--- src/rtl/alu_pkg.sv ---
// Shared definitions for the sequential ALU: opcode and FSM state encodings
// plus the bit positions of the {ill, dz, ovf, carry, zero} flag vector.
package alu_pkg;

    typedef enum logic [3:0] {
        OP_ADD = 4'd0,
        OP_SUB = 4'd1,
        OP_AND = 4'd2,
        OP_OR  = 4'd3,
        OP_XOR = 4'd4,
        OP_SHL = 4'd5,
        OP_SHR = 4'd6,
        OP_CMP = 4'd7,
        OP_MUL = 4'd8,
        OP_DIV = 4'd9,
        OP_ILL = 4'd15
    } op_e;

    typedef enum logic [1:0] {
        ST_IDLE = 2'd0,
        ST_EXEC = 2'd1,
        ST_DONE = 2'd2
    } state_e;

    localparam int FLAG_ZERO  = 0;
    localparam int FLAG_CARRY = 1;
    localparam int FLAG_OVF   = 2;
    localparam int FLAG_DZ    = 3;
    localparam int FLAG_ILL   = 4;
    localparam int NUM_FLAGS  = 5;

endpackage

--- src/rtl/alu_muldiv.sv ---
// Iterative unsigned multiply (shift-add) and restoring divide, one bit per
// cycle. Both share the {hi, lo} register pair, which is also the result.
module alu_muldiv
    import alu_pkg::*;
#(
    parameter int WIDTH = 8
) (
    input  logic                 clk,
    input  logic                 reset,
    input  logic                 start,
    input  op_e                  op,
    input  logic [WIDTH-1:0]     a,
    input  logic [WIDTH-1:0]     b,
    output logic                 busy,
    output logic                 done,
    output logic [2*WIDTH-1:0]   result
);

    localparam int CNTW = $clog2(WIDTH) + 1;

    logic [WIDTH-1:0] hi, lo, opnd;
    logic [WIDTH-1:0] hi_n, lo_n;
    logic             is_div;
    logic [CNTW-1:0]  cnt;
    logic [WIDTH:0]   mul_sum, div_shift, div_diff;
    logic             div_ge;

    // The partial remainder stays below the divisor, so bit WIDTH of the
    // difference is a reliable "did not fit" indicator.
    always_comb begin
        mul_sum   = {1'b0, hi} + (lo[0] ? {1'b0, opnd} : '0);
        div_shift = {hi, lo[WIDTH-1]};
        div_diff  = div_shift - {1'b0, opnd};
        div_ge    = ~div_diff[WIDTH];
        if (is_div) begin
            hi_n = div_ge ? div_diff[WIDTH-1:0] : div_shift[WIDTH-1:0];
            lo_n = {lo[WIDTH-2:0], div_ge};
        end else begin
            hi_n = mul_sum[WIDTH:1];
            lo_n = {mul_sum[0], lo[WIDTH-1:1]};
        end
    end

    always_ff @(posedge clk) begin
        // NOTE: datapath registers are reset as well, so an aborted operation
        // leaves no stale operands or count behind.
        if (!reset) begin
            hi     <= '0;
            lo     <= '0;
            opnd   <= '0;
            is_div <= 1'b0;
            cnt    <= '0;
            busy   <= 1'b0;
            done   <= 1'b0;
        end else begin
            done <= 1'b0;
            if (start && !busy) begin
                hi     <= '0;
                lo     <= (op == OP_DIV) ? a : b;
                opnd   <= (op == OP_DIV) ? b : a;
                is_div <= (op == OP_DIV);
                cnt    <= CNTW'(WIDTH);
                busy   <= 1'b1;
            end else if (busy) begin
                hi  <= hi_n;
                lo  <= lo_n;
                cnt <= cnt - CNTW'(1);
                if (cnt == CNTW'(1)) begin
                    busy <= 1'b0;
                    done <= 1'b1;
                end
            end
        end
    end

    assign result = {hi, lo};

endmodule

--- src/rtl/alu_seq.sv ---
// Sequential ALU: captures operands on accept, evaluates single-cycle ops
// locally and delegates MUL/DIV to alu_muldiv; result/flags land with done.
module alu_seq
    import alu_pkg::*;
#(
    parameter int WIDTH = 8,
    parameter int OPW   = 4
) (
    input  logic                 clk,
    input  logic                 reset,
    input  logic                 active,
    input  logic [OPW-1:0]       instrucciones,
    input  logic [WIDTH-1:0]     a,
    input  logic [WIDTH-1:0]     b,
    output logic [2*WIDTH-1:0]   result,
    output logic [4:0]           flags,
    output logic                 busy,
    output logic                 done
);

    localparam int SHW = $clog2(WIDTH);

    state_e               state;
    logic [WIDTH-1:0]     a_q, b_q;
    logic [OPW-1:0]       op_q;
    logic                 launched;
    op_e                  op;
    logic                 use_md, md_start, md_busy, md_done, complete;
    logic [2*WIDTH-1:0]   md_result, res_n;
    logic [NUM_FLAGS-1:0] flags_n;
    logic [WIDTH:0]       add_w, sub_w, shl_w, shr_w;
    logic [SHW-1:0]       sh;

    always_comb op = (op_q < OPW'(10)) ? op_e'(op_q[3:0]) : OP_ILL;

    // First EXEC cycle launches the iterative unit; single-cycle ops finish on
    // the second so that every non-iterative op has the same latency.
    assign use_md   = (op == OP_MUL) || ((op == OP_DIV) && (b_q != '0));
    assign md_start = (state == ST_EXEC) && !launched && use_md && !md_busy;
    assign complete = (state == ST_EXEC) && launched && (use_md ? md_done : 1'b1);
    assign busy     = (state != ST_IDLE);
    assign done     = (state == ST_DONE);

    alu_muldiv #(.WIDTH(WIDTH)) u_muldiv (
        .clk    (clk),
        .reset  (reset),
        .start  (md_start),
        .op     (op),
        .a      (a_q),
        .b      (b_q),
        .busy   (md_busy),
        .done   (md_done),
        .result (md_result)
    );

    always_comb begin
        // NOTE: every output of this block gets a default first, so no path
        // through the case can infer a latch.
        res_n   = '0;
        flags_n = '0;
        add_w   = {1'b0, a_q} + {1'b0, b_q};
        sub_w   = {1'b0, a_q} - {1'b0, b_q};
        sh      = b_q[SHW-1:0];
        shl_w   = {1'b0, a_q} << sh;
        shr_w   = {a_q, 1'b0} >> sh;
        case (op)
            OP_ADD: begin
                res_n[WIDTH-1:0]   = add_w[WIDTH-1:0];
                flags_n[FLAG_CARRY] = add_w[WIDTH];
                flags_n[FLAG_OVF]   = (a_q[WIDTH-1] == b_q[WIDTH-1]) && (add_w[WIDTH-1] != a_q[WIDTH-1]);
            end
            OP_SUB, OP_CMP: begin
                if (op == OP_SUB) res_n[WIDTH-1:0] = sub_w[WIDTH-1:0];
                flags_n[FLAG_CARRY] = sub_w[WIDTH];
                flags_n[FLAG_OVF]   = (a_q[WIDTH-1] != b_q[WIDTH-1]) && (sub_w[WIDTH-1] != a_q[WIDTH-1]);
            end
            OP_AND: res_n[WIDTH-1:0] = a_q & b_q;
            OP_OR:  res_n[WIDTH-1:0] = a_q | b_q;
            OP_XOR: res_n[WIDTH-1:0] = a_q ^ b_q;
            OP_SHL: begin
                res_n[WIDTH-1:0]    = shl_w[WIDTH-1:0];
                flags_n[FLAG_CARRY] = shl_w[WIDTH];
            end
            OP_SHR: begin
                res_n[WIDTH-1:0]    = shr_w[WIDTH:1];
                flags_n[FLAG_CARRY] = shr_w[0];
            end
            OP_MUL: res_n = md_result;
            OP_DIV: begin
                if (b_q == '0) begin
                    res_n            = {a_q, {WIDTH{1'b1}}};
                    flags_n[FLAG_DZ] = 1'b1;
                end else begin
                    res_n = md_result;
                end
            end
            default: flags_n[FLAG_ILL] = 1'b1;
        endcase
        if (op == OP_CMP)      flags_n[FLAG_ZERO] = (sub_w[WIDTH-1:0] == '0);
        else if (op != OP_ILL) flags_n[FLAG_ZERO] = (res_n == '0);
    end

    always_ff @(posedge clk) begin
        if (!reset) begin
            state    <= ST_IDLE;
            a_q      <= '0;
            b_q      <= '0;
            op_q     <= '0;
            launched <= 1'b0;
            result   <= '0;
            flags    <= '0;
        end else begin
            case (state)
                ST_IDLE: begin
                    if (active) begin
                        a_q      <= a;
                        b_q      <= b;
                        op_q     <= instrucciones;
                        launched <= 1'b0;
                        state    <= ST_EXEC;
                    end
                end
                ST_EXEC: begin
                    launched <= 1'b1;
                    if (complete) begin
                        result <= res_n;
                        flags  <= flags_n;
                        state  <= ST_DONE;
                    end
                end
                default: state <= ST_IDLE;
            endcase
        end
    end

endmodule

--- config.mk ---
export PLATFORM = sky130hd
export DESIGN_NAME = alu_seq
export DESIGN_NICKNAME = d
export VERILOG_FILES = /design/src/rtl/alu_pkg.sv /design/src/rtl/alu_muldiv.sv /design/src/rtl/alu_seq.sv
export SDC_FILE = /design/constraint.sdc
export NUM_CORES = 1
export LEC_CHECK = 0
export CAP_MARGIN = 10
export CORE_ASPECT_RATIO = 1.5
export CORE_UTILIZATION = 48
export DETAILED_ROUTE_END_ITERATION = 10
export PLACE_DENSITY_LB_ADDON = 0.08
export SLEW_MARGIN = 0
export SYNTH_ARGS = -nofsm -noshare
export SYNTH_HDL_FRONTEND = slang
export SYNTH_SLANG_ARGS = --single-unit
--- constraint.sdc ---
create_clock -name clk -period 2.6 [get_ports clk]
set_input_delay 0.52 -clock clk [delete_from_list [all_inputs] [get_ports clk]]
set_output_delay 0.52 -clock clk [all_outputs]
set_load 0.005 [all_outputs]
==> qor.csv, run 1 <==
metric;value;unit
ys_seq_area_share;24.15;%
p_clk_share;37.6;%
fmax;395.1;MHz
antenna_left;0;
switching_power;1195;uW
hold_viol;0;
ctsHoldBuffers;0;
layout.nets;944;
grt_pass1_vias;6316;
drtPass1Iterations;6;
grt_max_degree;34;
start_kind;flop;
worstSetupPathType;flop to flop;
io_buffers;45;
outcome;complete, no violations;
synth_cells;782;
power_density;478.1;nW/um2
place_area;7316;um2
cts_max_level;3;
dieArea;13420;um2
vias_per_cell;6.162;
irDropWorstVdd;0.3436;mV
fillCellCount;1132;
ys_warn_count;0;
maxSlewHeadroom;55.65;%
period_minus_slack;2.531;ns
crit_fanout;3;
core;12570;um2
tightest_slew;0.6635;ns
fin_setup_tns;0;ns
io_pins;46;
comb_power_share;29.3;%
rsz0062_at_grt;yes;
hold_slack;0.4622;ns
cts-root-buf;clkbuf_16;
synth_seq_cells;75;
synth_edf_count;0;
num_rows;50;
ys_types;79;
numCtsBuffers;9;
drc;0;
fin_crit_sh;97.34;%
stdcell_area;7876;um2
initial_core_util;49.43;%
routed_wl;21130;um
syn_area;6216;um2
chipWidth;94.92;um
power_frac_seq;33.1;%
drive_above_1_share;20.25;%
drv_slew;0;
track_usage;32.62;%
clkSlewWorstSetupHoldPaths;0.07;ns
area_growth_syn_to_layout;26.71;%
layout_commonest_cell;buf_4;
diodes;0;
timing.final.setup_violations;0;
ys_async_sr_fraction;0;%
drtIter0Drc;401;
cp.arrival;2.75;ns
cts_buffer_depth;2;
switching_share;31.73;%
synth.avg_cell_area;7.949;um2
syn_nets;852;
leakage;0.003167;uW
hp-class;flop to flop;
cp-end-kind;flop;
hpwlAfterDp;16630;um
die_h;141.4;um
wl_per_cell;20.42;um
clkSinkCount;75;
layout.cells.most_common_list;95 x buf_4, 91 x nand2_1, 72 x dfxtp_1;
clk_latency;0.35;ns
grt_overflow;0;
power.internal;2570;uW
synthFlopType;dfxtp_1;
required;2.82;ns
cts_tree;built;
clock_skew;0.008339;ns
gp_congestion;1.013;
grt_pass1_wl;33240;um
antenna_found_initial;0;
dr_total_vias;6378;
cap_violations;0;
-- flip-flops by register name, indices dropped and copies added (netlist names) --
signal	cells
a_q	8
b_q	8
flags	5
launched	1
op_q	4
result	16
state	2
u_muldiv.busy	1
u_muldiv.cnt	4
u_muldiv.done	1
u_muldiv.hi	8
u_muldiv.is_div	1
u_muldiv.lo	8
u_muldiv.opnd	8
-- power groups by stage --
stage,Sequential (uW),Clock [uW],Combinational [uW]
after floorplan,1250,0,602
after global placement,1270,0,982
after detailed placement,1270,0,991
after CTS,1240,1430,1030
after global routing,1250,1470,1190
final,1250,1420,1100
-- synthesized netlist by cell type (all sizes together), types with 3 or more instances --
cell type,n,area share [%]
nor2,44,2.7
o41ai,3,0.42
and2,11,1.1
nor4b,3,0.42
a211oi,18,2.2
mux2i,19,3.1
inv,46,2.8
or4,4,0.48
o2111ai,4,0.56
nor3,11,0.89
o21bai,5,0.60
or2,4,0.40
a21boi,22,2.7
nand4,4,0.40
nand3b,3,0.36
o21ai,36,2.9
clkbuf,27,1.6
a32o,5,0.81
nor4,15,2.1
mux2,6,1.1
fa,4,1.3
xor2,5,0.70
mux4,3,1.1
o211a,12,1.9
a2111oi,5,0.81
xnor2,15,2.1
nand3,14,1.1
a22oi,8,0.97
nor3b,11,1.3
a21o,6,0.72
ha,43,8.7
buf,37,3.4
dfxtp,75,24
nand2b,16,1.6
a31oi,5,0.60
a21oi,39,3.1
o221ai,7,0.99
a222oi,4,0.64
o211ai,16,2.0
a221oi,10,1.4
and3,10,1.1
nand2,91,5.5
nor2b,21,2.1
-- per-stage QoR --
step           power [uW]  worst slack (ns)  utilization [%]  cells
6_report             3765           0.06915            62.64   1035
5_1_grt              3912          -0.04255            62.64   1035
4_1_cts              3705          0.001182            61.28   1031
3_5_place_dp         2260           -0.1167            58.18   1013
3_3_place_gp         2250          -0.05823            58.18   1013
2_1_floorplan        1856           0.01294                -    782
-- metal layers --
metal,GRT usage (%),vias up,wire (um)
met5,0,-,0
met4,22.73,0,1613
met3,4.555,90,955
met2,56.87,246,10670
met1,35.60,3016,7895
li1,-,3026,-
-- cells by family after synthesis --
group / share of synthesized area (%)
flip-flops: 24.15
adder cells (fa/ha/maj): 9.944
AO/OA/AOI/OAI: 26.73
AND/OR/NAND/NOR: 23.19
multiplexers: 5.294
buffers and inverters: 7.870
XOR/XNOR: 2.818
-- worst max-delay path, cell delays in order (launching register included) --
cell and delay [ns]:
dfxtp_1 0.35, and2_1 0.17, ha_1 0.20, inv_1 0.07, fa_1 0.17, inv_1 0.04, a21o_1 0.17, a21oi_1 0.27
o21ai_0 0.21, a21o_1 0.22, a2111oi_1 0.42, nor4_1 0.12
-- cell type report --
class	instances	area, um2	share of cell area [%]
Clock inverter	7	105.1	1.334
Inverter	47	177.7	2.256
Multi-Input combinational cell	596	4418	56.09
Sequential cell	75	1505	19.11
Timing Repair Buffer	145	1250	15.87
Tap cell	156	195.2	2.478
Clock buffer	9	225.2	2.859
-- worst paths after layout --
check | cells after the start | from | endpoint | slack (ns)
worst min register to register | 2 | flags[2] | flags[2] | 0.46
worst min-delay path | 2 | flags[2] | flags[2] | 0.46
worst max-delay path | 11 | u_muldiv.opnd[0] | u_muldiv.hi[7] | 0.07
worst max register to register | 11 | u_muldiv.opnd[0] | u_muldiv.hi[7] | 0.07
-- repair_timing --
item / in CTS / in global routing
gates cloned: 0 / 0
setup buffers: 2 / 4
endpoints found under the hold margin: 0 / 0
pin swaps: 4 / 12
resized for setup: 10 / 35
endpoints found under the setup margin: 6 / 20
No activity file was read; power rests on OpenSTA's default activity.
==> run 2: changes to the inputs <==
--- a/config.mk
+++ b/config.mk
@@ -10,6 +10,7 @@
 export CORE_UTILIZATION = 48
 export DETAILED_ROUTE_END_ITERATION = 10
 export PLACE_DENSITY_LB_ADDON = 0.08
+export RECOVER_POWER = 50
 export SLEW_MARGIN = 0
 export SYNTH_ARGS = -nofsm -noshare
 export SYNTH_HDL_FRONTEND = slang
==> run 2 against run 1 <==
Net effect:
- setup slack better by 0.00072 ns
- design area stayed put
- clock power hardly changed
- sequential share of layout area stayed put
- routed wire length hardly changed
- power hardly changed
- core utilization stayed put
- maximum frequency hardly changed
- combinational power hardly changed
- non-clock buffer count stayed put
==> qor.csv, run 2 (synthesis gave the netlist of run 1 again) <==
metric;value;unit;change
drtIter0Drc;400;;-0.25%
hold_viol;0;;unchanged
drc;0;;unchanged
drive_above_1_share;20.14;%;-0.11 points
power;3764;uW;about the same
r2r_cells;11;;unchanged
antenna_left;0;;unchanged
holdPathStages;2;;unchanged
antenna_found_initial;0;;unchanged
dr_total_vias;6386;;+0.13%
cts-root-buf;clkbuf_16;;
cts_buffer_depth;2;;unchanged
hp-class;flop to flop;;
ctsHoldBuffers;0;;unchanged
start_kind;flop;;
tightest_slew;1.267;ns;+0.6039 ns
r2r_start;u_muldiv.opnd[0];;
clkSinkCount;75;;unchanged
diodes;0;;unchanged
crit_buf_inv;2;;unchanged
io_buffers;45;;unchanged
drtPass1Iterations;6;;unchanged
irDropWorstVdd;0.3434;mV;about the same
layout_commonest_cell;buf_4;;
worstSetupPathDepth;11;;unchanged
clk_latency;0.35;ns;about the same
cp_cell_sequence;and2_1, ha_1, inv_1, fa_1, inv_1, a21o_1, a21oi_1, o21ai_0, a21o_1, a2111oi_1, nor4_1;;
layout.cells.most_common_list;95 x buf_4, 91 x nand2_1, 72 x dfxtp_1;;
fin_setup_tns;0;ns;unchanged
outcome;complete, no violations;;
drv_slew;0;;unchanged
gp_congestion;1.013;;unchanged
crit_family;compound AO/OA/AOI/OAI gates;;
cts_tree;built;;
leakage;0.003242;uW;+2.4%
core;12570;um2;unchanged
worstSetupStartpoint;u_muldiv.opnd[0];;
fin_crit_sh;97.31;%;about the same
area_growth_syn_to_layout;26.71;%;unchanged
cp.arrival;2.75;ns;about the same
fillCellCount;1132;;unchanged
layout.nets;944;;unchanged
routed_wl;21140;um;about the same
timing.final.setup_violations;0;;unchanged
power_density;477.9;nW/um2;about the same
grt_overflow;0;;unchanged
numCtsBuffers;9;;unchanged
grt_pass1_vias;6316;;unchanged
num_rows;50;;unchanged
critPathMaxStageDelay;0.42;ns;about the same
initial_core_util;49.43;%;unchanged
clock_skew;0.007644;ns;-0.0006949 ns
grt_max_degree;34;;unchanged
cap_violations;0;;unchanged
wl_per_cell;20.42;um;about the same
fmax;395.2;MHz;about the same
cts_max_level;3;;unchanged
regMostFlops;result;;
min_from;flags[2];;
maxSlewHeadroom;15.51;%;-40 points
io_pins;46;;unchanged
period_minus_slack;2.530;ns;-0.0007169 ns
worstSetupPathType;flop to flop;;
grt_pass1_wl;33240;um;unchanged
dieArea;13420;um2;unchanged
largest_reg_flops;16;;unchanged
track_usage;32.62;%;unchanged
rsz0062_at_grt;yes;;
required;2.82;ns;about the same
die_h;141.4;um;unchanged
hpwlAfterDp;16630;um;unchanged
chipWidth;94.92;um;unchanged
slowest_stage;a2111oi_1;;
crit_fanout;3;;unchanged
clkSlewWorstSetupHoldPaths;0.07;ns;about the same
vias_per_cell;6.170;;+0.13%
cp-end-kind;flop;;
## run 2: through the flow
stage	worst slack (ns)	cell area (um2)	cells	util, %	hold WS (ns)
after global placement	-0.05823	7316	1013	58.18	0.4567
after CTS	0.001182	7706	1031	61.28	0.4661
after floorplan	0.01294	6217	782	-	0.4503
after global routing	-0.04255	7876	1035	62.64	0.4963
after detailed placement	-0.1167	7316	1013	58.18	0.4576
final	0.06987	7876	1035	62.64	0.4592
## run 2: tightest hold or removal path: cells and delay by family, from the launching register on
kind / cells / cell delay, ns
simple gates: 1 / 0.04
compound gates: 1 / 0.06
flops: 1 / 0.31
## run 2: cell type report
cell class                      count  area, um2  share of cell area (%)
Multi-Input combinational cell    596       4418                   56.09
Sequential cell                    75       1505                   19.11
Timing Repair Buffer              145       1250                   15.87
Clock buffer                        9      225.2                   2.859
Tap cell                          156      195.2                   2.478
Inverter                           47      177.7                   2.256
Clock inverter                      7      105.1                   1.334
## run 2: final timing paths
check                         to  slack (ns)
hold reg to reg         flags[2]        0.46
setup reg to reg  u_muldiv.hi[7]        0.07
hold / removal          flags[2]        0.46
setup / recovery  u_muldiv.hi[7]        0.07
## run 2: routing by layer
metal	up-vias	track usage, %	part of all wire (%)	routed length [um]
li1	3024	-	-	-
met1	3047	35.60	38	7964
met2	235	56.87	51	10720
met3	80	4.555	4.2	879
met4	0	22.73	7.4	1574
met5	-	0	0	0
## run 2: power by group
group,internal (uW),switching (uW),total (uW)
Clock,858,563,1420
Combinational,515,583,1100
Sequential,1190,52.9,1250
## run 2: what timing repair did
item,in CTS,in global routing
gates resized for setup,10,35
buffers inserted,2,4
endpoints found under the setup margin,6,20
pin swaps,4,12
==> run 3: changes to the inputs <==
--- a/config.mk
+++ b/config.mk
@@ -5,12 +5,14 @@
 export SDC_FILE = /design/constraint.sdc
 export NUM_CORES = 1
 export LEC_CHECK = 0
+export ABC_CLOCK_PERIOD_IN_PS = 2600
 export CAP_MARGIN = 10
 export CORE_ASPECT_RATIO = 1.5
 export CORE_UTILIZATION = 48
 export DETAILED_ROUTE_END_ITERATION = 10
 export PLACE_DENSITY_LB_ADDON = 0.08
 export RECOVER_POWER = 50
+export REMOVE_ABC_BUFFERS = 1
 export SLEW_MARGIN = 0
 export SYNTH_ARGS = -nofsm -noshare
 export SYNTH_HDL_FRONTEND = slang
==> run 3 against run 2 <==
Net effect:
- the run now ends with negative setup slack left
- maximum frequency fell by 3.3%
- clock power is 6% lower
- design area is 0.54% lower
- register-to-register slack worse by 0.09 ns
- clock-buffer cell count did not move
- cell count up 0.29%
- critical path type unchanged
- sequential power about the same
- clock skew is essentially flat
- via count increased by 2.4%
==> qor.csv, run 3 (synthesis gave the netlist of run 1 again) <==
metric;value;unit;change
dieArea;13420;um2;unchanged
instances_no_fill;1038;;+0.29%
clkSinkCount;75;;unchanged
gp_congestion;0.9759;;-3.7%
core;12570;um2;unchanged
cts_max_level;3;;unchanged
cts-root-buf;clkbuf_16;;
cts_tree;built;;
setup_slack;-0.01650;ns;-0.08637 ns
dr_total_vias;6540;;+2.4%
chipWidth;94.92;um;unchanged
fin_setup_tns;-0.01650;ns;-0.01650 ns
drive_above_1_share;19.73;%;-0.41 points
grt_overflow;0;;unchanged
hold_slack;0.4584;ns;-0.0008220 ns
layout_commonest_cell;buf_4;;
area_growth_syn_to_layout;26.03;%;
timing.final.setup_violations;1;;+1
routed_wl;22410;um;+6.0%
period_minus_slack;2.617;ns;+0.08637 ns
drc;0;;unchanged
critPathMaxStageDelay;0.44;ns;+0.02 ns
crit_fanout;7;;+4
vias_per_cell;6.301;;+2.1%
die_h;141.4;um;unchanged
tightest_slew;1.342;ns;+0.07442 ns
rsz0062_at_grt;yes;;
cp.arrival;2.85;ns;+0.10 ns
clock_skew;0.007903;ns;+0.0002583 ns
initial_core_util;49.43;%;unchanged
cts_buffer_depth;2;;unchanged
numCtsBuffers;9;;unchanged
grt_max_degree;34;;unchanged
regMostFlops;result;;
antenna_found_initial;0;;unchanged
outcome;finished, violations left;;
cap_violations;0;;unchanged
drv_slew;0;;unchanged
hp-class;flop to flop;;
power_density;468.9;nW/um2;-1.9%
antenna_left;0;;unchanged
leakage;0.003229;uW;-0.38%
reg2reg_slack;-0.02;ns;-0.09 ns
hold_viol;0;;unchanged
dp_slack;-0.1094;ns;+0.007248 ns
required;2.84;ns;+0.02 ns
wl_per_cell;21.59;um;+5.7%
fin_crit_sh;100.6;%;+3.3 points
diodes;0;;unchanged
grt_pass1_vias;6456;;+2.2%
violations;negative setup slack;;
hpwlAfterDp;17330;um;+4.2%
io_pins;46;;unchanged
maxSlewHeadroom;10.55;%;-5.0 points
io_buffers;45;;unchanged
grt_pass1_wl;34740;um;+4.5%
clk_latency;0.34;ns;about the same
num_rows;50;;unchanged
start_kind;flop;;
track_usage;34.32;%;+1.7 points
worstSetupPathType;flop to flop;;
irDropWorstVdd;0.3566;mV;+3.9%
drtIter0Drc;512;;+28%
slowest_stage;ha_1;;
dp_cells;1016;;+0.30%
cp-end-kind;flop;;
layout.cells.most_common_list;98 x buf_4, 91 x nand2_1, 72 x dfxtp_1;;
drtPass1Iterations;8;;+2
largest_reg_flops;16;;unchanged
cp_cell_sequence;inv_1, ha_1, nor3_1, a211oi_1, a21oi_1, and3_1, nor4_2, buf_4, nand3_1, o211a_1;;
clkSlewWorstSetupHoldPaths;0.07;ns;about the same
fillCellCount;1135;;+0.27%
layout.nets;947;;+0.32%
fmax;382.2;MHz;-3.3%
-- run 3: cell count changes in the layout (fill, tap and decap cells not counted), sizes merged --
cell	previous run	this run
clkinvlp	1	2
bufinv	2	1
dlygate4sd3	24	23
buf	101	104
clkdlybuf4s50	20	21
-- run 3: path summary, 6_finish.rpt --
check / from / end / cells after the start
worst max register to register: a_q[4] / result[7] / 10
worst max-delay path: a_q[4] / result[7] / 10
worst min register to register: result[6] / result[6] / 2
worst min-delay path: result[6] / result[6] / 2
-- run 3: metrics by stage --
stage                     utilization (%)  cell area [um2]  power (uW)
after detailed placement            58.15             7312        2272
after floorplan                         -             5903        1809
after CTS                           61.18             7694        3633
after global routing                62.30             7834        3831
final                               62.30             7834        3673
after global placement              58.15             7312        2257
-- run 3: critical path: cells and delay by family (launching register included) --
family / cells / cell delay [ns]
flip-flops: 1 / 0.33
adder cells (fa/ha/maj): 1 / 0.44
AND/OR/NAND/NOR: 4 / 0.78
AO/OA/AOI/OAI: 3 / 0.73
buffers and inverters: 2 / 0.24
-- run 3: what timing repair did --
action | CTS | global route
gates cloned | 0 | 1
hold buffers | 0 | 0
endpoints found under the setup margin | 7 | 22
resized for setup | 11 | 31
setup buffers | 3 | 2
pin swaps | 2 | 12
-- run 3: layer usage --
metal  track usage, %  vias to the layer above  share of wire [%]
li1                 -                     3043                  -
met1            38.42                     3113                 37
met2            59.37                      288                 50
met3            5.949                       96                5.7
met4            20.81                        0                6.8
met5                0                        -                  0
-- run 3: where the power goes --
group / internal, uW / leakage [uW] / switching, uW
clock network: 762 / 0.000145 / 569
logic: 503 / 0.00247 / 597
registers: 1190 / 0.000610 / 49.9
total: 2460 / 0.00323 / 1220
-- run 3: area by class of cell --
| type | instances | area (um2) | share of cell area, % |
|---|---|---|---|
| sequential | 75 | 1505 | 19.21 |
| multi-input combinational | 596 | 4392 | 56.06 |
| clock inverter | 7 | 82.58 | 1.054 |
| inverter | 47 | 178.9 | 2.284 |
| timing repair buffer | 148 | 1255 | 16.02 |
| clock buffer | 9 | 225.2 | 2.875 |
| tap | 156 | 195.2 | 2.492 |
